File: config.mk
export PLATFORM = sky130hd
export DESIGN_NAME = instruction_fetch_rvc
export DESIGN_NICKNAME = d
export VERILOG_FILES = /design/src/rtl/instruction_fetch_rvc.sv
export SDC_FILE = /design/constraint.sdc
export NUM_CORES = 1
export LEC_CHECK = 0
export BUFFER_PORTS_ARGS = -buffer_cell sky130_fd_sc_hd__buf_2
export CAP_MARGIN = 10
export CELL_PAD_IN_SITES_DETAIL_PLACEMENT = 1
export CELL_PAD_IN_SITES_GLOBAL_PLACEMENT = 2
export CORE_AREA = 2 2 205 207
export DETAILED_ROUTE_END_ITERATION = 6
export DIE_AREA = 0 0 207 209
export PLACE_DENSITY_LB_ADDON = 0.1
export SLEW_MARGIN = 20
export SYNTH_ARGS = -nofsm -noshare
export SYNTH_HDL_FRONTEND = slang
export SYNTH_SLANG_ARGS = --single-unit
File: constraint.sdc
create_clock -name clk -period 5.2 [get_ports clk]
set_input_delay 1.04 -clock clk [delete_from_list [all_inputs] [get_ports clk]]
set_output_delay 1.04 -clock clk [all_outputs]
set_load 0.1 [all_outputs]
File: src/rtl/instruction_fetch_rvc.sv
// RV32IC fetch stage: realigns 16/32-bit ops from aligned I-cache words through a
// one-halfword buffer, expands RVC to 32-bit and applies static branch redirection.
module instruction_fetch_rvc #(
  parameter logic [31:0] RESET_PC = 32'h0000_0000,
  parameter logic [31:0] NOP_INST = 32'h0000_0013
) (
  input  logic        clk,
  input  logic        rst_n,
  input  logic        memory_stall,
  input  logic        hazard_stall,
  input  logic        flush,
  input  logic [31:0] flush_PC,
  output logic        ICACHE_ren,
  output logic [29:0] ICACHE_addr,
  input  logic [31:0] ICACHE_rdata,
  output logic [31:0] bp_PC,
  input  logic        bp_taken,
  output logic [31:0] instruction_1,
  output logic [31:0] PC_1,
  output logic        prev_taken_1,
  output logic        compressed_1
);

  logic [31:0] pc_q, pc_d;
  logic [29:0] fetch_addr_q, fetch_addr_d;
  logic [15:0] hbuf_q, hbuf_d;
  logic        hbuf_v_q, hbuf_v_d;
  logic [31:0] inst_q, inst_d, pc1_q, pc1_d;
  logic        taken1_q, taken1_d, comp1_q, comp1_d;

  logic [31:0] iss_inst, br_imm, target;
  logic        iss_valid, iss_comp, iss_consume, predict;
  logic [2:0]  iss_step;
  logic [15:0] iss_hbuf;
  logic        iss_hbuf_v;

  function automatic logic [31:0] rvc_expand(input logic [15:0] c);
    logic [4:0]  rd, rs2, rdp, rs1p;
    logic [11:0] imm6, lw_off, lwsp_off, swsp_off;
    logic [20:0] j_off;
    logic [12:0] b_off;
    logic [31:0] r;
    rd       = c[11:7];
    rs2      = c[6:2];
    rdp      = {2'b01, c[4:2]};
    rs1p     = {2'b01, c[9:7]};
    imm6     = {{7{c[12]}}, c[6:2]};
    lw_off   = {5'b0, c[5], c[12:10], c[6], 2'b00};
    lwsp_off = {4'b0, c[3:2], c[12], c[6:4], 2'b00};
    swsp_off = {4'b0, c[8:7], c[12:9], 2'b00};
    j_off    = {{10{c[12]}}, c[8], c[10:9], c[6], c[7], c[2], c[11], c[5:3], 1'b0};
    b_off    = {{5{c[12]}}, c[6:5], c[2], c[11:10], c[4:3], 1'b0};
    r        = NOP_INST;
    case ({c[1:0], c[15:13]})
      5'b00_010: r = {lw_off, rs1p, 3'b010, rdp, 7'b0000011};
      5'b00_110: r = {lw_off[11:5], rdp, rs1p, 3'b010, lw_off[4:0], 7'b0100011};
      5'b01_000: r = {imm6, rd, 3'b000, rd, 7'b0010011};
      5'b01_001: r = {j_off[20], j_off[10:1], j_off[11], j_off[19:12], 5'd1, 7'b1101111};
      5'b01_010: r = {imm6, 5'd0, 3'b000, rd, 7'b0010011};
      5'b01_100: begin
        case (c[11:10])
          2'b00: if (!c[12]) r = {7'b0000000, c[6:2], rs1p, 3'b101, rs1p, 7'b0010011};
          2'b01: if (!c[12]) r = {7'b0100000, c[6:2], rs1p, 3'b101, rs1p, 7'b0010011};
          2'b10: r = {imm6, rs1p, 3'b111, rs1p, 7'b0010011};
          default: begin
            if (!c[12]) begin
              case (c[6:5])
                2'b00:   r = {7'b0100000, rdp, rs1p, 3'b000, rs1p, 7'b0110011};
                2'b01:   r = {7'b0000000, rdp, rs1p, 3'b100, rs1p, 7'b0110011};
                2'b10:   r = {7'b0000000, rdp, rs1p, 3'b110, rs1p, 7'b0110011};
                default: r = {7'b0000000, rdp, rs1p, 3'b111, rs1p, 7'b0110011};
              endcase
            end
          end
        endcase
      end
      5'b01_101: r = {j_off[20], j_off[10:1], j_off[11], j_off[19:12], 5'd0, 7'b1101111};
      5'b01_110: r = {b_off[12], b_off[10:5], 5'd0, rs1p, 3'b000, b_off[4:1], b_off[11], 7'b1100011};
      5'b01_111: r = {b_off[12], b_off[10:5], 5'd0, rs1p, 3'b001, b_off[4:1], b_off[11], 7'b1100011};
      5'b10_000: if (!c[12]) r = {7'b0000000, c[6:2], rd, 3'b001, rd, 7'b0010011};
      5'b10_010: if (rd != 5'd0) r = {lwsp_off, 5'd2, 3'b010, rd, 7'b0000011};
      5'b10_100: begin
        if (rs2 == 5'd0) begin
          // rs1 == x0 encodes reserved / EBREAK, neither of which is expanded
          if (rd != 5'd0) r = {12'b0, rd, 3'b000, 4'b0, c[12], 7'b1100111};
        end else if (!c[12]) begin
          r = {7'b0000000, rs2, 5'd0, 3'b000, rd, 7'b0110011};
        end else begin
          r = {7'b0000000, rs2, rd, 3'b000, rd, 7'b0110011};
        end
      end
      5'b10_110: r = {swsp_off[11:5], rs2, 5'd2, 3'b010, swsp_off[4:0], 7'b0100011};
      default:   r = NOP_INST;
    endcase
    return r;
  endfunction

  // Select the op issued this cycle from the halfword buffer and the fetched word
  always_comb begin
    iss_inst    = NOP_INST;
    iss_valid   = 1'b1;
    iss_comp    = 1'b0;
    iss_step    = 3'd0;
    iss_consume = 1'b1;
    iss_hbuf    = hbuf_q;
    iss_hbuf_v  = 1'b0;
    if (!hbuf_v_q) begin
      if (!pc_q[1]) begin
        if (ICACHE_rdata[1:0] != 2'b11) begin
          iss_inst   = rvc_expand(ICACHE_rdata[15:0]);
          iss_comp   = 1'b1;
          iss_step   = 3'd2;
          iss_hbuf   = ICACHE_rdata[31:16];
          iss_hbuf_v = 1'b1;
        end else begin
          iss_inst = ICACHE_rdata;
          iss_step = 3'd4;
        end
      end else if (ICACHE_rdata[17:16] != 2'b11) begin
        iss_inst = rvc_expand(ICACHE_rdata[31:16]);
        iss_comp = 1'b1;
        iss_step = 3'd2;
      end else begin
        iss_valid  = 1'b0;
        iss_hbuf   = ICACHE_rdata[31:16];
        iss_hbuf_v = 1'b1;
      end
    end else if (hbuf_q[1:0] != 2'b11) begin
      iss_inst    = rvc_expand(hbuf_q);
      iss_comp    = 1'b1;
      iss_step    = 3'd2;
      iss_consume = 1'b0;
    end else begin
      iss_inst   = {ICACHE_rdata[15:0], hbuf_q};
      iss_step   = 3'd4;
      iss_hbuf   = ICACHE_rdata[31:16];
      iss_hbuf_v = 1'b1;
    end
  end

  always_comb begin
    br_imm = (iss_inst[6:0] == 7'b1100011)
           ? {{20{iss_inst[31]}}, iss_inst[7], iss_inst[30:25], iss_inst[11:8], 1'b0}
           : {{12{iss_inst[31]}}, iss_inst[19:12], iss_inst[20], iss_inst[30:21], 1'b0};
    target  = pc_q + br_imm;
    predict = iss_valid && bp_taken &&
              ((iss_inst[6:0] == 7'b1100011) || (iss_inst[6:0] == 7'b1101111));
  end

  always_comb begin
    pc_d         = pc_q;
    fetch_addr_d = fetch_addr_q;
    hbuf_d       = hbuf_q;
    hbuf_v_d     = hbuf_v_q;
    inst_d       = inst_q;
    pc1_d        = pc1_q;
    taken1_d     = taken1_q;
    comp1_d      = comp1_q;
    if (memory_stall) begin
      // hold everything; EX keeps flush high until the stall drops
    end else if (flush) begin
      pc_d         = flush_PC;
      fetch_addr_d = flush_PC[31:2];
      hbuf_v_d     = 1'b0;
      inst_d       = NOP_INST;
      pc1_d        = '0;
      taken1_d     = 1'b0;
      comp1_d      = 1'b0;
    end else if (!hazard_stall) begin
      inst_d   = iss_inst;
      pc1_d    = pc_q;
      comp1_d  = iss_comp;
      taken1_d = predict;
      if (predict) begin
        pc_d         = target;
        fetch_addr_d = target[31:2];
        hbuf_v_d     = 1'b0;
      end else begin
        pc_d         = pc_q + {29'b0, iss_step};
        fetch_addr_d = fetch_addr_q + {29'b0, iss_consume};
        hbuf_d       = iss_hbuf;
        hbuf_v_d     = iss_hbuf_v;
      end
    end
  end

  always_ff @(posedge clk or negedge rst_n) begin
    if (!rst_n) begin
      pc_q         <= RESET_PC;
      fetch_addr_q <= RESET_PC[31:2];
      hbuf_q       <= '0;
      hbuf_v_q     <= 1'b0;
      inst_q       <= NOP_INST;
      pc1_q        <= '0;
      taken1_q     <= 1'b0;
      comp1_q      <= 1'b0;
    end else begin
      pc_q         <= pc_d;
      fetch_addr_q <= fetch_addr_d;
      hbuf_q       <= hbuf_d;
      hbuf_v_q     <= hbuf_v_d;
      inst_q       <= inst_d;
      pc1_q        <= pc1_d;
      taken1_q     <= taken1_d;
      comp1_q      <= comp1_d;
    end
  end

  assign ICACHE_ren    = 1'b1;
  assign ICACHE_addr   = fetch_addr_q;
  assign bp_PC         = pc_q;
  assign instruction_1 = inst_q;
  assign PC_1          = pc1_q;
  assign prev_taken_1  = taken1_q;
  assign compressed_1  = comp1_q;

endmodule

==> flow_metrics.env, run 1 <==
export IMPL_status="complete, but fails checks"
export IMPL_violations="setup timing"
export IMPL_leakagePower_nw=8.26
export IMPL_syn_inst=1610
export IMPL_dieArea_sq_um=43300
export IMPL_wl_per_cell_um=25.5
export IMPL_die_y_um=209
export IMPL_grt_setup_unrepaired="true"
export IMPL_period_share=1.04
export IMPL_synth_edff_count=0
export IMPL_setup_viol=31
export IMPL_area_delta_synth_final_pct=47.9
export IMPL_synth_ff_type="dfrtp_1"
export IMPL_tritoncts="yes"
export IMPL_tns_ps=-3100
export IMPL_slew_violations=0
export IMPL_drive_gt1_frac=0.391
export IMPL_worstPathCellList="buf_6, or4_4, or4_4, a2111oi_4, o221ai_4, o221a_4, nand3_2, or3b_4, nand2b_4, buf_6, o21ai_4, ha_4, buf_6, nand2_2, or3_1, o21bai_4, a211o_4, a21o_1, o311ai_4, o211ai_1, a22o_1"
export IMPL_htree_levels=4
export IMPL_fin_nets=2224
export IMPL_clock_latency_ps=460
export IMPL_fmax_ghz=0.186
export IMPL_num_vias=15709
export IMPL_ys_seq_area_frac=0.287
export IMPL_grt_pass1_wl_um=103000
export IMPL_netlist_area_sq_um=12600
export IMPL_path_max_fanout=7
export IMPL_yosysWarnings=0
export IMPL_holdWs_ps=481
export IMPL_ios=199
export IMPL_clock_skew_ps=13.5
export IMPL_n_antenna_cell=0
export IMPL_fin_crit_ps=5390
export IMPL_worst_ep_arrival_time_ps=5720
export IMPL_place_gp_congestion=0.951
export IMPL_grt_usage=0.308
export IMPL_vias_per_cell=5.88
export IMPL_drtPass1Iterations=7
export IMPL_synthesis_nets=1716
export IMPL_root_buffer="clkbuf_16"
export IMPL_dp_slack_ps=-895
export IMPL_ir_worst_vdd_mv=0.250
export IMPL_crit_top_cell="buf_6"
export IMPL_ctsHoldBuffers=0
export IMPL_grt_pass1_vias=16461
export IMPL_drc=0
export IMPL_cts_path_max_buffers=2
export IMPL_relSlewSlack=0.462
export IMPL_power_per_cell_area_nw_per_um2=508
export IMPL_drt_total_wl_um=68200
export IMPL_crit_slowest_cell="or4_4"
export IMPL_rows=75
export IMPL_crit_path_start_kind="primary input"
export IMPL_dp_hpwl_um=52200
export IMPL_clkTransAtPathRegs_ps=60
export IMPL_tightest_slew_ps=802
export IMPL_antenna_found_initial=1
export IMPL_worst_path_buf_inv=3
export IMPL_ys_seq_elements=145
export IMPL_grt_max_degree=61
export IMPL_drtIter0Drc=1046
export IMPL_core_area_sq_um=41300
export IMPL_timing_hold_violations_final=0
export IMPL_numClockSinks=145
export IMPL_cp_end_kind="register"
export IMPL_p_total_w=0.00951
export IMPL_postRouteAntennaNets=0
export IMPL_critical_path_top_delay_family="compound AO/OA/AOI/OAI gates"
export IMPL_die_w_um=207
export IMPL_crit_type="in -> reg"
export IMPL_start_util=0.306
export IMPL_cts_made_buffers=17
export IMPL_max_cap_violations=0
export IMPL_fillCellCount=5004
export IMPL_synth_cell_types=89
export IMPL_ys_async_sr_fraction=1.00
export IMPL_hp_class="reg -> reg"
export IMPL_grt_ovfl_total=0
export IMPL_setup_slack_ps=-188
export IMPL_cp_data_required_time_ps=5540
export IMPL_cpPeakStageDelay_ps=570
export IMPL_io_buffers=197
export IMPL_avgSynthCellArea_sq_um=7.86
## area by class of cell
type	count	area (sq um)	area share
clock buffer	21	450	0.0241
inverter	35	131	0.00702
timing repair buffer	608	4200	0.225
clock inverter	11	131	0.00702
tap	539	674	0.0360
sequential	145	3630	0.194
multi-input combinational	1311	9490	0.507
## placed cells by master, fill, tap and decap left out, types with 34 or more instances in the layout
cell | netlist | final
buf_4 | 1 | 391
a31oi_1 | 54 | 51
nor2_1 | 107 | 101
nand3_1 | 64 | 61
nor3_1 | 49 | 37
a21o_1 | 35 | 34
dfrtp_1 | 142 | 142
o21ai_0 | 129 | 111
nand2_1 | 164 | 157
buf_2 | 9 | 194
a22o_1 | 42 | 42
a21oi_1 | 133 | 111
## path summary, 6_finish.rpt
path / from / endpoint / slack [ps] / depth (start not counted)
worst max-delay path: ICACHE_rdata[8] / bp_PC[30] / -190 / 21
worst min-delay path: instruction_1[15] / instruction_1[15] / 480 / 2
worst max register to register: hbuf_q[7] / bp_PC[30] / 160 / 19
worst min register to register: instruction_1[15] / instruction_1[15] / 480 / 2
max in group asynchronous: rst_n / ICACHE_addr[27] / 3560 / 2
min in group asynchronous: rst_n / PC_1[9] / 560 / 1
## power breakdown
| group | internal (W) | total, W | switching [W] |
|---|---|---|---|
| registers | 0.00136 | 0.00169 | 0.000333 |
| clock network | 0.000723 | 0.00128 | 0.000553 |
| logic | 0.00243 | 0.00654 | 0.00411 |
| total | 0.00451 | 0.00951 | 0.00499 |
## per-layer routing
layer | GRT usage | wire length (um)
met5 | 0 | 0
met4 | 0.118 | 2710
met3 | 0.0299 | 2390
met2 | 0.544 | 34100
met1 | 0.386 | 29000
## through the flow
| stage | utilization | area, sq um | instances |
|---|---|---|---|
| 4_1_cts | 0.441 | 18200 | 2665 |
| 6_report | 0.453 | 18700 | 2670 |
| 5_1_grt | 0.453 | 18700 | 2670 |
| 3_3_place_gp | 0.411 | 17000 | 2618 |
| 2_1_floorplan | - | 12800 | 1610 |
| 3_5_place_dp | 0.411 | 17000 | 2618 |
## cell usage after synthesis, drive strengths merged (35+ instances only)
cell type / instances / area [sq um]
nand2: 165 / 636
a22o: 42 / 368
nand3: 64 / 320
dfrtp: 142 / 3550
nor3: 49 / 245
a21o: 35 / 263
o21ai: 130 / 651
a21oi: 134 / 674
clkbuf: 102 / 383
inv: 35 / 131
a31oi: 54 / 338
nor2: 107 / 402
## timing repair
action	in CTS	in global routing
buffers inserted	18	8
cloned	0	0
setup endpoints to repair	46	50
gates resized for setup	105	80
pin swaps	75	62
## registers in the layout, indices dropped and copies added (netlist names)
signal / cells
PC_1: 32
bp_PC: 32
prev_taken_1: 1
hbuf_q: 16
instruction_1: 32
compressed_1: 1
hbuf_v_q: 1
ICACHE_addr: 30
## tightest hold or removal path, cell delays in order, from the launching register on
cell     delay (ps)
dfrtp_1         340
nand2_1          50
o21ai_0          60
## logic make-up (layout without fill, tap and decap cells)
logic type / after synthesis / count (layout) / synth area share
mux: 25 / 25 / 0.0235
other cells: 1 / 1 / 0.000297
compound gates: 654 / 654 / 0.355
fa+ha+maj: 36 / 36 / 0.0368
xor+xnor: 51 / 51 / 0.0370
simple gates: 544 / 544 / 0.212
buf+inv: 154 / 675 / 0.0481
flops: 145 / 145 / 0.287
Note: power is estimated with default switching activity, not from simulation.
==> inputs of run 2 (changes only) <==
CORE_AREA = 2 2 228 230   (was 2 2 205 207)
DIE_AREA = 0 0 230 232   (was 0 0 207 209)
==> run 2 against run 1 <==
Against the previous run: the flow still finishes with violations (setup timing); combinational power is 2% lower; flip-flop and latch count stayed put; clock skew hardly changed; critical path depth is 1 higher; clock power hardly changed; die area is 23% higher; design area is 0.33% higher; non-clock buffer count is 3 higher; wire length is 5.4% higher; utilization is 8.4 points lower; via count is 1.1% lower; sequential share of layout area is 0.063 points lower; critical path type unchanged; largest power group unchanged.
==> flow_metrics.env, run 2 (synthesized netlist as in run 1, its figures left out) <==
export IMPL_status="complete, but fails checks"
export IMPL_violations="setup timing"
export IMPL_grt_ovfl_total=0
export IMPL_tritoncts="yes"
export IMPL_fmax_ghz=0.188
export IMPL_dp_hpwl_um=56100
export IMPL_path_max_fanout=6
export IMPL_crit_type="in -> reg"
export IMPL_wl_per_cell_um=25.6
export IMPL_cts_made_buffers=17
export IMPL_final_cell_mix="399 x buf_4, 193 x buf_2, 160 x nand2_1, 142 x dfrtp_1, 118 x a21oi_1"
export IMPL_placed_area_sq_um=17200
export IMPL_grt_max_degree=73
export IMPL_relSlewSlack=0.231
export IMPL_clock_latency_ps=490
export IMPL_grt_setup_unrepaired="true"
export IMPL_hp_class="reg -> reg"
export IMPL_cp_data_required_time_ps=5570
export IMPL_leakagePower_nw=8.27
export IMPL_start_util=0.249
export IMPL_hold_start="PC_1[27]"
export IMPL_rr_startpoint="hbuf_q[6]"
export IMPL_design_area_sq_um=18800
export IMPL_power_per_cell_area_nw_per_um2=501
export IMPL_ir_worst_vdd_mv=0.308
export IMPL_rows=83
export IMPL_setup_viol=22
export IMPL_grt_usage=0.265
export IMPL_ios=199
export IMPL_cp_end_kind="register"
export IMPL_min_to="PC_1[27]"
export IMPL_crit_slowest_cell="or4_4"
export IMPL_antenna_found_initial=3
export IMPL_clock_skew_ps=13.6
export IMPL_die_y_um=232
export IMPL_slew_violations=0
export IMPL_io_buffers=197
export IMPL_fin_crit_ps=5330
export IMPL_timing_hold_violations_final=0
export IMPL_place_gp_congestion=0.964
export IMPL_drtPass1Iterations=6
export IMPL_dp_cells=2759
export IMPL_fin_nets=2227
export IMPL_final_common_cell="buf_4"
export IMPL_setup_slack_ps=-131
export IMPL_r2r_cells=22
export IMPL_ctsHoldBuffers=0
export IMPL_root_buffer="clkbuf_16"
export IMPL_num_vias=15543
export IMPL_drc=0
export IMPL_numClockSinks=145
export IMPL_drtIter0Drc=889
export IMPL_clkTransAtPathRegs_ps=70
export IMPL_cts_path_max_buffers=2
export IMPL_cpPeakStageDelay_ps=560
export IMPL_worstPathCellList="buf_6, or4_4, or4_4, a2111oi_4, o221ai_2, o221a_2, nand3_2, or3b_4, mux2i_2, ha_2, fa_2, a211oi_2, o211ai_1, nand2_2, buf_6, a211oi_4, buf_12, o21ai_4, a211o_1, a21o_1, o211ai_1, nand3_1"
export IMPL_grt_pass1_wl_um=107000
export IMPL_crit_path_start_kind="primary input"
export IMPL_layoutNonFillerInstCount=2814
export IMPL_core_area_sq_um=50900
export IMPL_r2r_slack_ps=140
export IMPL_vias_per_cell=5.52
export IMPL_drt_total_wl_um=71900
export IMPL_grt_pass1_vias=16280
export IMPL_max_cap_violations=0
export IMPL_holdWs_ps=483
export IMPL_dieArea_sq_um=53400
export IMPL_die_w_um=230
export IMPL_htree_levels=4
export IMPL_min_path_cells=2
export IMPL_tightest_slew_ps=1150
export IMPL_r2r_end="bp_PC[31]"
export IMPL_drive_gt1_frac=0.387
export IMPL_worst_ep_arrival_time_ps=5700
export IMPL_area_delta_synth_final_pct=48.4
export IMPL_postRouteAntennaNets=0
export IMPL_period_share=1.03
## run 2: changes by cell type in the layout (fill, tap and decap cells not counted), sizes merged
cell,previous run,this run
clkbuf,21,20
clkinvlp,3,5
clkinv,4,3
diode,0,1
buf,608,611
bufinv,2,1
## run 2: metal layers
layer | track usage | vias to the layer above | share of wire
met5 | 0 | - | 0
met4 | 0.0831 | 0 | 0.030
met3 | 0.0356 | 89 | 0.034
met2 | 0.465 | 360 | 0.49
met1 | 0.337 | 7923 | 0.44
li1 | - | 7171 | -
## run 2: layout make-up
| type | instances | area (sq um) |
|---|---|---|
| diodes | 1 | 2.50 |
| clock inverters | 11 | 104 |
| flip-flops and latches | 145 | 3630 |
| fillers | 6146 | 32100 |
| well taps | 680 | 851 |
| inverters | 35 | 136 |
| repair buffers | 611 | 4220 |
| clock buffers | 20 | 467 |
| multi-input cells | 1311 | 9360 |
## run 2: worst max-delay path: cells and delay by family
kind	cells	cell delay, ps
compound gates	10	1950
simple gates	6	1600
mux	1	250
fa+ha+maj	2	440
buf+inv	3	420
## run 2: worst max-delay path by stage
stage / from / to / slack [ps] / depth (start not counted)
after floorplan: ICACHE_rdata[14] / ICACHE_addr[17] / -130 / 21
after global placement: ICACHE_rdata[2] / ICACHE_addr[24] / -850 / 22
after detailed placement: ICACHE_rdata[2] / ICACHE_addr[27] / -890 / 22
after CTS: ICACHE_rdata[9] / ICACHE_addr[29] / -120 / 22
after global routing: ICACHE_rdata[9] / bp_PC[31] / -270 / 22
final: ICACHE_rdata[9] / bp_PC[31] / -130 / 22
## run 2: per-stage QoR
stage                     setup slack (ps)  TNS (ps)  utilization  power (W)
after global placement                -855    -36660        0.337    0.00754
after floorplan                       -132     -1240            -    0.00513
after global routing                  -268     -6110        0.369    0.00991
after CTS                             -122     -1330        0.358    0.00912
final                                 -131     -1260        0.369    0.00940
after detailed placement              -894    -38510        0.337    0.00758
## run 2: where the power goes
group / internal, W / leakage [nW] / switching, W
Combinational: 0.00234 / 6.22 / 0.00408
Sequential: 0.00136 / 1.79 / 0.000352
Clock: 0.000693 / 0.267 / 0.000571
Total: 0.00439 / 8.27 / 0.00501
## run 2: timing repair
action / in CTS / in global routing
endpoints found under the setup margin: 46 / 52
gates resized for setup: 84 / 80
pin swaps: 50 / 37
buffers inserted: 14 / 11
